File: config.mk
export PLATFORM = sky130hd
export DESIGN_NAME = mem_access_master
export DESIGN_NICKNAME = d
export VERILOG_FILES = /design/src/rtl/mem_access_master_pkg.sv /design/src/rtl/mem_timeout_counter.sv /design/src/rtl/mem_access_master.sv
export SDC_FILE = /design/constraint.sdc
export NUM_CORES = 1
export LEC_CHECK = 0
export BUFFER_PORTS_ARGS = -buffer_cell sky130_fd_sc_hd__buf_2
export CAP_MARGIN = 20
export CORE_MARGIN = 2
export CORE_UTILIZATION = 39
export DETAILED_ROUTE_END_ITERATION = 8
export GPL_TIMING_DRIVEN = 0
export PLACE_DENSITY = 0.68
export SYNTH_ARGS = -nofsm -noshare
export SYNTH_HDL_FRONTEND = slang
export SYNTH_SLANG_ARGS = --single-unit
File: constraint.sdc
create_clock -name clk -period 2.3 [get_ports clk]
set_clock_uncertainty 0.05 [all_clocks]
set_input_delay 0.46 -clock clk [delete_from_list [all_inputs] [get_ports clk]]
set_output_delay 0.46 -clock clk [all_outputs]
set_load 0.01 [all_outputs]
File: src/rtl/mem_access_master_pkg.sv
`default_nettype none
// mem_access_master_pkg -- FSM state encoding, RAM bus encodings and request helpers.
// Rev 1.0
package mem_access_master_pkg;

  localparam logic [1:0] ST_IDLE    = 2'd0;
  localparam logic [1:0] ST_ISSUE   = 2'd1;
  localparam logic [1:0] ST_WAIT    = 2'd2;
  localparam logic [1:0] ST_RELEASE = 2'd3;

  localparam logic RW_READ   = 1'b1;
  localparam logic RW_WRITE  = 1'b0;
  localparam logic SIZE_WORD = 1'b0;
  localparam logic SIZE_BYTE = 1'b1;

  function automatic logic is_misaligned(input logic sz, input logic [1:0] addr_lsb);
    return (sz == SIZE_WORD) && (addr_lsb != 2'b00);
  endfunction

  function automatic logic [31:0] load_extract(input logic sz, input logic [31:0] dout);
    return (sz == SIZE_BYTE) ? {24'b0, dout[7:0]} : dout;
  endfunction

endpackage
`default_nettype wire

File: src/rtl/mem_timeout_counter.sv
`default_nettype none
// mem_timeout_counter -- saturating cycle counter bounding the wait for MOC.
// Rev 1.0
module mem_timeout_counter #(
  parameter int TIMEOUT = 16
) (
  input  logic clk,
  input  logic reset_n,
  input  logic clear,
  input  logic enable,
  output logic expired
);
  localparam int CW = $clog2(TIMEOUT + 1);
  localparam logic [CW-1:0] CNT_MAX  = CW'(TIMEOUT);
  localparam logic [CW-1:0] CNT_LAST = CW'(TIMEOUT - 1);

  logic [CW-1:0] count_q, count_d;

  always_comb begin
    count_d = count_q;
    if (clear) begin
      count_d = '0;
    end else if (enable && (count_q != CNT_MAX)) begin
      count_d = count_q + 1'b1;
    end
  end

  // Asserted during the TIMEOUT-th enabled cycle, the one whose edge brings the count to TIMEOUT.
  assign expired = enable && (count_q >= CNT_LAST);

  always_ff @(posedge clk or negedge reset_n) begin
    if (!reset_n) begin
      count_q <= '0;
    end else begin
      count_q <= count_d;
    end
  end

endmodule
`default_nettype wire

File: src/rtl/mem_access_master.sv
`default_nettype none
// mem_access_master -- single-outstanding RAM access sequencer (IDLE/ISSUE/WAIT/RELEASE)
// with word-alignment check and MOC timeout. Rev 1.0
module mem_access_master
  import mem_access_master_pkg::*;
#(
  parameter int TIMEOUT = 16
) (
  input  logic        clk,
  input  logic        reset_n,
  input  logic        req,
  input  logic        rw,
  input  logic        size,
  input  logic [31:0] addr,
  input  logic [31:0] wdata,
  output logic        busy,
  output logic        done,
  output logic        err,
  output logic [31:0] rdata,
  output logic        mem_en,
  output logic        mem_rw,
  output logic        mem_size,
  output logic [31:0] mem_addr,
  output logic [31:0] mem_din,
  output logic        mem_mov,
  input  logic        mem_moc,
  input  logic [31:0] mem_dout
);

  logic [1:0]  state_q, state_d;
  logic        rw_q, rw_d;
  logic        size_q, size_d;
  logic        done_q, done_d;
  logic        err_q, err_d;
  logic [31:0] addr_q, addr_d;
  logic [31:0] wdata_q, wdata_d;
  logic [31:0] rdata_q, rdata_d;
  logic        tmo_expired;

  mem_timeout_counter #(
    .TIMEOUT (TIMEOUT)
  ) u_timeout (
    .clk     (clk),
    .reset_n (reset_n),
    .clear   (state_q == ST_ISSUE),
    .enable  (state_q == ST_WAIT),
    .expired (tmo_expired)
  );

  always_comb begin
    state_d = state_q;
    rw_d    = rw_q;
    size_d  = size_q;
    addr_d  = addr_q;
    wdata_d = wdata_q;
    rdata_d = rdata_q;
    done_d  = 1'b0;
    err_d   = 1'b0;
    case (state_q)
      ST_IDLE: begin
        if (req) begin
          rw_d    = rw;
          size_d  = size;
          addr_d  = addr;
          wdata_d = wdata;
          // A misaligned word access is rejected here and never reaches the bus.
          if (is_misaligned(size, addr[1:0])) begin
            err_d = 1'b1;
          end else begin
            state_d = ST_ISSUE;
          end
        end
      end
      ST_ISSUE: begin
        state_d = ST_WAIT;
      end
      ST_WAIT: begin
        if (mem_moc) begin
          done_d  = 1'b1;
          state_d = ST_RELEASE;
          if (rw_q == RW_READ) begin
            rdata_d = load_extract(size_q, mem_dout);
          end
        end else if (tmo_expired) begin
          err_d   = 1'b1;
          state_d = ST_RELEASE;
        end
      end
      ST_RELEASE: begin
        if (!mem_moc) begin
          state_d = ST_IDLE;
        end
      end
      default: begin
        state_d = ST_IDLE;
      end
    endcase
  end

  always_ff @(posedge clk or negedge reset_n) begin
    if (!reset_n) begin
      state_q <= ST_IDLE;
      rw_q    <= RW_READ;
      size_q  <= SIZE_WORD;
      addr_q  <= '0;
      wdata_q <= '0;
      rdata_q <= '0;
      done_q  <= 1'b0;
      err_q   <= 1'b0;
    end else begin
      state_q <= state_d;
      rw_q    <= rw_d;
      size_q  <= size_d;
      addr_q  <= addr_d;
      wdata_q <= wdata_d;
      rdata_q <= rdata_d;
      done_q  <= done_d;
      err_q   <= err_d;
    end
  end

  assign busy     = (state_q != ST_IDLE);
  assign done     = done_q;
  assign err      = err_q;
  assign rdata    = rdata_q;
  assign mem_en   = (state_q != ST_IDLE);
  assign mem_mov  = (state_q == ST_WAIT);
  assign mem_rw   = rw_q;
  assign mem_size = size_q;
  assign mem_addr = addr_q;
  assign mem_din  = wdata_q;

endmodule
`default_nettype wire

# After elaboration in Yosys (flattened, before gate mapping)
# Index checks and enable logic that the tools add are counted.
# W data, S select, Z words.
[classes]
bitwise_logic = 1
n_addsub = 1
mux = 16
reduce_logical = 10
eq_ne = 8
magnitude_cmp = 1
[op_table]
columns = ["op", "n"]
rows = [
  ["$mux W32", 1],
  ["$mux W2", 5],
  ["$mux W5", 2],
  ["$pmux W2 S4", 1],
  ["$mux W1", 6],
  ["$ne A2 B2 Y1 const B", 3],
  ["$reduce_bool A2 Y1", 3],
  ["$add A5 B1 Y5 const B", 1],
  ["$ge A5 B4 Y1 const B", 1],
  ["$ne A5 B5 Y1 const B", 1],
  ["$eq A2 B2 Y1 const B", 2],
  ["$reduce_and A4 Y1", 1],
  ["$logic_and A1 B1 Y1", 3],
  ["$ne A3 B3 Y1 const B", 1],
  ["$reduce_and A3 Y1", 1],
  ["$eq A2 B1 Y1 const B", 1],
  ["$logic_not A2 Y1", 1],
  ["$pmux W1 S2", 1],
  ["$reduce_and A2 Y1", 1],
  ["$not A1 Y1", 1],
]
[word_totals]
wordCells = 46
register_bits = 107
input_bits = 102
out_inout_bits = 103

# Depth between registers and ports, before layout
[logic_depth]
depth_word = 5
ltp_mapped = 9
ltp_nobuf = 6

# Hierarchy
# From an unflattened synthesis, not the netlist that was laid out.
[hier_totals]
hier_cells = 318
area_unflattened_um2 = 4302.9
[by_module_without_submodules]
columns = ["mod", "seq_area_each_um2", "area_each_um2", "instances", "cells_per_inst"]
rows = [
  ["mem_access_master", 2553.7, 3992.6, 1, 285],
  ["mem_timeout_counter", 125.1, 310.3, 1, 33],
]

# Worst setup path after synthesis
# No wires, ideal clock.
[synth_timing]
kind = "flip-flop to flip-flop"
startpoint = "register state_q[0]"
endpoint = "register rdata_q[6], in the netlist rdata[6]"
path_slack_ps = 431
arrival_ps = 1694
setup_time_ps = 125
path_buffers = 3
t_required_ps = 2125
path_stages_with_launch = 9
synth_period_minus_slack_ps = 1869
cell_sequence = "dfrtp_1 -> inv_1 -> ha_1 -> buf_4 -> and2_1 -> nand2_1 -> buf_2 -> buf_4 -> mux2_2"
[synth_via]
elab_chain_len = 2
[synth_lines]
columns = ["element", "line_no", "text"]
rows = [
  ["start, declared", "mem_access_master.sv:30", "logic [1:0] state_q, state_d;"],
  ["start signal, assigned", "mem_access_master.sv:111", "state_q <= state_d;"],
  ["$eq A2 B2 Y1", "-", ""],
  ["named net mem_mov", "mem_access_master.sv:25", "output logic mem_mov,"],
  ["$reduce_and A3 Y1 (no line)", "-", ""],
  ["end signal, assigned", "mem_access_master.sv:116", "rdata_q <= rdata_d;"],
  ["end, declared", "mem_access_master.sv:37", "logic [31:0] rdata_q, rdata_d;"],
]
# The timed path passes the listed nets, and every way through them passes these cells.
# A chain may end at the register's enable or synchronous reset.

# Final worst setup path
[layout_timing]
startpoint = "register state_q[0]"
endpoint = "register rdata_q[7], in the netlist rdata[7]"
[layout_via]
elab_chain_len = 2
[layout_lines]
columns = ["element", "line_no", "text"]
rows = [
  ["$eq A2 B2 Y1", "mem_access_master.sv:59", "case (state_q)"],
  ["$reduce_and A3 Y1 (no line)", "-", ""],
]
# Every way passes these cells.

==> metrics.txt <==
nets@finish 640; DRC 0; Max-Cap Viols 0; Max transition margin 0.5503; global placement routability congestion 0.7881; pin count of the biggest net entering global routing 62; H-tree Lvls 3; Worst path top cell family by delay buffers and inverters; Layout Cells excl Fill approximately 680; CTS resizes 0; core area 10750 sq um; Internal about 5 mW; Seq/Total Area, Yosys 0.6282; CP Capture Type flop; share of cells above drive strength 1 0.5701; Leakage 2.910 nW; cell area after layout around 5700 sq um; io pins 205; global-route usage over all layers 0.1577; Final min period just over 2000 ps; Sink Count ~110; WL final ~9.5 mm; fin util 0.5307; slowest CP cell dfrtp_1; Post-synth EDFFs 0; placed cells 660; initial DRC count roughly 140; vias per std cell about 4.7; Hold Crit Class input port to async pin; FF+latch count, synth around 110; CP Launch Type flop; endpoints failing hold 0; RSZ-0062 raised after global routing false; full die area around 12000 sq um; final antenna diode count 0; CTS Buffer Depth 2; CTS tree yes; Post-CTS Setup Repair Bufs 0; final setup violation count 0; Vias ~3200; syn nets approximately 420; placed wire-length estimate approximately 7.3 mm; Root Buffer clkbuf_8; commonest register cell after synthesis dfrtp_1; CP peak stage delay around 390 ps; DRT Pass-1 Iters 7; critical path fanouts, max 10; Worst Path Arrival approximately 2300 ps; antenna-violating nets left 0; num rows 38; sw frac 0.3401; post-synthesis cell area ~4300 sq um; ys async rst share 1.000; mean cell area of the mapped netlist around 14 sq um; Die H roughly 110 um; GRT overflow 0; Peak VDD IR approximately 600 uV; Fmax 485.6 MHz; Crit Path Class flop to flop; Comb pwr share 0.417; worst hold slack 52.18 ps; Wirelength per Cell 14.04 um; Port Buffers roughly 200; P_sw 2.599 mW; area delta synth->final 33.74%; Clk pwr share 0.158; first-pass GRT wire length roughly 14 mm; TritonCTS buffer count 9; hold_buf cts 0; vias in the first global route ~3100; die width approximately 110 um; Clock Pin Slew Worst Setup and Hold Paths ~100 ps; Slew @ Worst Pin between 600 and 700 ps; crit share post-route 0.8954; Reg power frac 0.425; Initial Util 0.3968; status complete, no violations; Pwr Total between 7 and 8 mW; CP cell instances inv_1 -> ha_1 -> buf_4 -> and2_1 -> nand2_1 -> buf_2 -> buf_4 -> mux2_2; initial antenna violation count 0; Yosys cell types 28; Synth warnings 0; pwr/cell area 1340 nW/um^2; CP required 2510 ps; cell count after synthesis 315; CP bufs+invs 4; Final Max Slew Viols 0; crit-path most repeated cell buf_4; Placement Cell Area about 5500 sq um; worst skew pair latency between 300 and 400 ps
-- registers in the layout, summed over array words and instances, names as in the netlist --
register	count
state_q	2
done	1
err	1
rdata	32
mem_size	1
mem_addr	32
mem_rw	1
u_timeout.count_q	5
mem_din	32
-- layout by cell type, fill, tap and decap left out, types with 2 or more instances in the layout --
cell,count
buf_2,211
dfrtp_1,106
mux2_2,74
nand2_1,29
nand2b_1,25
o21ai_0,25
clkbuf_8,13
nor2_1,7
clkbuf_1,7
ha_1,7
inv_1,6
buf_4,4
xor2_1,2
nand3_1,2
-- final cells by class --
cell class              count  area (sq um)
plain buffers              17         85.08
multi-input cells         185          1478
clock buffers              14         182.7
clock inverters             1         30.03
well taps                 140         175.2
flip-flops and latches    107          2679
repair buffers            205          1051
inverters                   6         22.52
fillers                  1002          5042
-- synth_stat cells, types with 2 or more instances --
cell	count	area (sq um)
buf_2	8	40.04
inv_1	6	22.52
o21ai_0	25	125.1
mux2_2	74	833.3
clkbuf_1	6	22.52
xor2_1	2	17.52
ha_1	7	87.58
buf_4	3	22.52
nand2b_1	25	156.4
nand2_1	29	108.9
nand3_1	2	10.01
dfrtp_1	106	2653
nor2_1	7	26.28
-- power by group through the flow --
stage	clock network, mW	registers, mW	logic (mW)
global placement	0	3.24	3.15
detailed placement	0	3.29	3.24
global route	1.32	3.36	3.51
floorplan	0	3.69	1.45
finish	1.21	3.24	3.19
CTS	1.26	3.25	3.24
-- worst paths after layout --
| path | slack (ps) | cells after the start | end | start |
|---|---|---|---|---|
| worst max-delay path | 240 | 8 | rdata[7] | state_q[0] |
| worst min-delay path | 50 | 1 | mem_addr[19] | reset_n |
| worst max register to register | 240 | 8 | rdata[7] | state_q[0] |
| worst min register to register | 430 | 2 | rdata[31] | rdata[31] |
| max in group asynchronous | 1380 | 2 | mem_rw | reset_n |
| min in group clk | 270 | 2 | mem_addr[19] | addr[19] |
-- kinds of logic after synthesis --
family,share of synthesized area
multiplexers,0.2004
flip-flops,0.6282
AND/OR/NAND/NOR,0.08246
AO/OA/AOI/OAI,0.03697
adder cells (fa/ha/maj),0.02054
XOR/XNOR,0.006163
buffers and inverters,0.02523
-- stage by stage --
| step | worst slack (ps) | TNS [ps] |
|---|---|---|
| 2_1_floorplan | 431.1 | 0 |
| 5_1_grt | 96.85 | 0 |
| 3_3_place_gp | -456.4 | -47480 |
| 3_5_place_dp | 261.6 | 0 |
| 4_1_cts | 246.1 | 0 |
| 6_report | 240.6 | 0 |
-- per-layer routing --
metal  vias to the layer above  wire length, um  GRT usage
met5                         -                0          0
met4                         0              182    0.07418
met3                        12              520    0.02471
met2                        99             4853     0.2732
met1                      1568             3919     0.1919
li1                       1495                -          -
(Power assumes the default switching activity.)
